===== src/rtl/tof_echo_detector.sv =====
// rtl/tof_echo_detector.sv - time-of-flight echo detector: burst start to first confirmed match run
module tof_echo_detector #(
    parameter int CNT_W         = 16,
    parameter int BLANK_SAMPLES = 64,
    parameter int MAX_SAMPLES   = 3800,
    parameter int CONFIRM_N     = 3
) (
    input  logic             CLK_FAST,
    input  logic             RST,
    input  logic             ON,
    input  logic             BURST_START,
    input  logic             SAMPLE_VALID,
    input  logic             MATCH,
    output logic [CNT_W-1:0] TOF_COUNT,
    output logic             TOF_VALID,
    output logic             TIMEOUT,
    output logic             BUSY,
    output logic             OVERRUN,
    output logic [2:0]       STATE
);

    localparam logic [2:0] IDLE    = 3'd0;
    localparam logic [2:0] BLANK   = 3'd1;
    localparam logic [2:0] SEARCH  = 3'd2;
    localparam logic [2:0] CONFIRM = 3'd3;
    localparam logic [2:0] REPORT  = 3'd4;

    localparam logic [CNT_W-1:0] BLANK_LAST = CNT_W'(BLANK_SAMPLES - 1);
    localparam logic [CNT_W-1:0] MAX_LAST   = CNT_W'(MAX_SAMPLES - 1);
    localparam logic [3:0]       RUN_TARGET = 4'(CONFIRM_N);

    logic [2:0]       state;
    logic [CNT_W-1:0] idx;
    logic [CNT_W-1:0] cand;
    logic [3:0]       run;
    logic [3:0]       run_next;
    logic             done;
    logic [CNT_W-1:0] hit_index;

    assign run_next = run + 4'd1;

    // The sample being processed completes the confirmation run.
    always_comb begin
        done      = 1'b0;
        hit_index = cand;
        if (MATCH) begin
            if (state == SEARCH && CONFIRM_N == 1) begin
                done      = 1'b1;
                hit_index = idx;
            end else if (state == CONFIRM && run_next == RUN_TARGET) begin
                done = 1'b1;
            end
        end
    end

    always_ff @(posedge CLK_FAST) begin
        if (RST) begin
            state     <= IDLE;
            idx       <= '0;
            cand      <= '0;
            run       <= '0;
            TOF_COUNT <= '0;
            TOF_VALID <= 1'b0;
            TIMEOUT   <= 1'b0;
            OVERRUN   <= 1'b0;
        end else begin
            TOF_VALID <= 1'b0;
            TIMEOUT   <= 1'b0;
            if (!ON) begin
                state <= IDLE;
                run   <= '0;
            end else begin
                case (state)
                    IDLE, REPORT: begin
                        // A burst arriving during REPORT starts cleanly once the report is out.
                        if (BURST_START) begin
                            state <= BLANK;
                            idx   <= '0;
                            run   <= '0;
                        end else begin
                            state <= IDLE;
                        end
                    end
                    BLANK, SEARCH, CONFIRM: begin
                        if (BURST_START) begin
                            OVERRUN <= 1'b1;
                            state   <= BLANK;
                            idx     <= '0;
                            run     <= '0;
                        end else if (SAMPLE_VALID) begin
                            if (idx != '1)
                                idx <= idx + 1'b1;
                            if (done) begin
                                TOF_VALID <= 1'b1;
                                TOF_COUNT <= hit_index;
                                state     <= REPORT;
                                run       <= '0;
                            end else if (idx == MAX_LAST) begin
                                TIMEOUT <= 1'b1;
                                state   <= IDLE;
                                run     <= '0;
                            end else begin
                                case (state)
                                    BLANK: begin
                                        if (idx == BLANK_LAST)
                                            state <= SEARCH;
                                    end
                                    SEARCH: begin
                                        if (MATCH) begin
                                            cand  <= idx;
                                            run   <= 4'd1;
                                            state <= CONFIRM;
                                        end
                                    end
                                    CONFIRM: begin
                                        if (MATCH) begin
                                            run <= run_next;
                                        end else begin
                                            run   <= '0;
                                            state <= SEARCH;
                                        end
                                    end
                                    default: ;
                                endcase
                            end
                        end
                    end
                    default: begin
                        state <= IDLE;
                        run   <= '0;
                    end
                endcase
            end
        end
    end

    assign BUSY  = (state == BLANK) || (state == SEARCH) || (state == CONFIRM);
    assign STATE = state;

endmodule


===== config.mk =====
export PLATFORM = sky130hd
export DESIGN_NAME = tof_echo_detector
export DESIGN_NICKNAME = d
export VERILOG_FILES = /design/src/rtl/tof_echo_detector.sv
export SDC_FILE = /design/constraint.sdc
export NUM_CORES = 1
export LEC_CHECK = 0
export BUFFER_PORTS_ARGS = -buffer_cell sky130_fd_sc_hd__buf_2
export CAP_MARGIN = 20
export CORE_MARGIN = 2
export CORE_UTILIZATION = 45
export CTS_CLUSTER_DIAMETER = 50
export DETAILED_ROUTE_END_ITERATION = 8
export PLACE_DENSITY_LB_ADDON = 0.05
export SKIP_LAST_GASP = 1
export SLEW_MARGIN = 20
export SYNTH_ARGS = -nofsm -noshare
export SYNTH_HDL_FRONTEND = slang
export SYNTH_SLANG_ARGS = --single-unit

===== constraint.sdc =====
create_clock -name CLK_FAST -period 3.5 [get_ports CLK_FAST]
set_input_delay 0.7 -clock CLK_FAST [delete_from_list [all_inputs] [get_ports CLK_FAST]]
set_output_delay 0.7 -clock CLK_FAST [all_outputs]
set_load 0.05 [all_outputs]

==> metrics.yaml <==
cts_tree: "built"
setup_slack_ns: 1.02
cts-root-buf: "clkbuf_8"
core_mm2: 0.00603
status: "finished, final reports clean"
wirelength_um: 6610
syn_inst: 330
ys_top_cells_by_area: "dfxtp_1 41%, mux2i_1 6.3%, a21oi_1 6.0%"
io_pins: 29
dp_hpwl_um: 4640
cts_resized: 0
grt_usage_pct: 19.2
drv_slew: 0
synth_area_mm2: 0.00285
row_count: 28
grt_first_pass_wirelength_um: 11100
power.switching_mw: 0.316
hold_buffers: 0
min_path_type: "reg2reg"
die_y_um: 83.6
die_w_um: 83.6
vias: 2468
timing.hold.ws_ns: 0.470
worstSkewPairLatency_ns: 0.33
via_per_inst: 5.73
synth-seq-area-share_pct: 40.8
globalRouteOverflowTotal: 0
regArea_mm2: 0.00116
synth_top_cell_by_area: "dfxtp_1"
cts_sinks: 58
area_growth_pct: 11.0
swShare_pct: 25.0
required_ns: 3.69
setup_viol: 0
finClkSkew_ns: 0.00748
final_cell_mix: "58 x dfxtp_1, 34 x a21oi_1, 28 x nand3_1, 28 x buf_2, 27 x nor2_1"
ys_warn_count: 0
synth.avg_cell_area_um2: 8.63
dr.pass1.iters: 4
dieArea_mm2: 0.00698
p_clk_share_pct: 42.6
antenna_found_initial: 0
reg2reg_from: "run[0]$_SDFFE_PP0P_"
startpoint: "run[0]$_SDFFE_PP0P_"
grt_max_degree: 41
peakVddDrop_uv: 279
drt_iter0_drc: 209
p_int_mw: 0.950
rr_worst_depth: 6
globalplace.congestion: 0.852
power_frac_seq_pct: 52.5
cp-end-kind: "flip-flop"
io_buffers: 28
maxCapViolations: 0
async_flop_share_pct: 0
synth_seq_cells: 58
drc: 0
setup.worst_path.class: "reg2reg"
comb_power_share_pct: 4.9
cp_max_fo: 16
synth_top_area_share_pct: 40.8
path_clk_slew_ns: 0.07
synth-edff-count: 0
crit_arrival_ns: 2.67
cp-start-kind: "flip-flop"
dpl_worst_slack_ns: 0.928
total_power_mw: 1.27
htreeDepth: 3
slew_headroom_pct: 40.6
synthFlopType: "dfxtp_1"
avgRoutedWirePerCell_um: 15.3
p_leak_nw: 1.28
multi_input_area_mm2: 0.00154
synth_nets: 339
fin_nets: 360
finalCritPeriodShare_pct: 70.9
fin_tns_setup_ns: 0
max_freq_ghz: 0.403
worst_pin_slew_ns: 0.891
start_util_pct: 47.3
numCtsBuffers: 9
dpl.cell_count: 415
crit_end: "TOF_COUNT[2]$_SDFFE_PP0P_"
period_minus_slack_ns: 2.48
post_cts_buffers: 0
instances_no_fill: 431
ys_types: 52
hold_viol: 0
n_antenna_cell: 0
rsz0062_at_grt: "no"
r2r_slack_ns: 1.02
final_common_cell: "dfxtp_1"
grt_pass1_vias: 2284
drive_gt1_share_pct: 15.4
worstReg2RegEnd: "TOF_COUNT[2]$_SDFFE_PP0P_"
power_density_mw_per_mm2: 401
fillCellCount: 592
ant_nets: 0
clockBufferDepth: 2
==> synth_stat cells (5+ instances only) <==
library cell	n
or3_1	6
nor2_1	27
inv_1	11
o31ai_1	9
nand3_1	28
dfxtp_1	58
o21ai_0	24
nand4_1	6
mux2i_1	18
or4_1	8
a21oi_1	34
a31oi_1	5
clkbuf_1	12
nor3_1	6
nand2_1	14
==> worst min path at each step <==
stage | start | endpoint | slack, ns | cells after the start
CTS | OVERRUN$_SDFFE_PP0P_ | OVERRUN$_SDFFE_PP0P_ | 0.48 | 2
floorplan | cand[1]$_SDFFE_PP0P_ | cand[1]$_SDFFE_PP0P_ | 0.45 | 2
global route | cand[15]$_SDFFE_PP0P_ | cand[15]$_SDFFE_PP0P_ | 0.49 | 2
global placement | OVERRUN$_SDFFE_PP0P_ | OVERRUN$_SDFFE_PP0P_ | 0.45 | 2
detailed placement | OVERRUN$_SDFFE_PP0P_ | OVERRUN$_SDFFE_PP0P_ | 0.46 | 2
finish | OVERRUN$_SDFFE_PP0P_ | OVERRUN$_SDFFE_PP0P_ | 0.47 | 2
==> flip-flops by register name (all words and copies together), names as in the netlist <==
register and count:
idx 16, TOF_VALID 1, run 4, cand 16, TOF_COUNT 16, STATE 3
OVERRUN 1, TIMEOUT 1
==> metal layers <==
metal | track usage [%] | vias up | part of all wire, % | routed length (um)
met1 | 26.4 | 1150 | 50 | 3310
met5 | 0 | - | 0 | 0
met3 | 5.24 | 6 | 4.4 | 291
met4 | 5.13 | 0 | 0.86 | 57
li1 | - | 1266 | - | -
met2 | 29.7 | 46 | 45 | 2950
==> metrics by stage <==
stage                     utilization [%]  instance area (um^2)
after floorplan                         -                  2850
after global placement               49.6                  2990
after detailed placement             49.6                  2990
after CTS                            52.5                  3160
after global routing                 52.5                  3160
final                                52.5                  3160
==> kinds of logic after synthesis <==
group | count (synthesis) | synth area share [%]
muxes | 18 | 6.33
AOI/OAI and AO/OA | 91 | 19.5
adders and majority gates | 3 | 1.32
DFF | 58 | 40.8
xor gates and xnor gates | 4 | 1.49
buffers and inverters | 31 | 5.18
and+or+nand+nor | 125 | 25.4
==> power groups by stage <==
stage / Clock [mW] / Sequential [mW] / Combinational (mW)
after floorplan: 0 / 0.682 / 0.0415
after global placement: 0 / 0.680 / 0.0613
after detailed placement: 0 / 0.680 / 0.0618
after CTS: 0.551 / 0.665 / 0.0620
after global routing: 0.583 / 0.665 / 0.0683
final: 0.540 / 0.665 / 0.0620
==> area by class of cell <==
type,count,area share [%]
Clock buffer,11,4.47
Timing Repair Buffer,30,4.91
Clock inverter,5,0.950
Inverter,11,1.31
Sequential cell,58,36.7
Multi-Input combinational cell,241,48.7
Tap cell,75,2.97
==> worst max-delay path, cell delays in order, from the launching register on <==
cell and delay [ns]:
dfxtp_1 0.36, ha_1 0.25, xnor2_1 0.24, nand4b_4 0.18, or4_1 0.96, mux2i_1 0.29
nor2_1 0.06
Note: power is estimated with default switching activity, not from simulation.
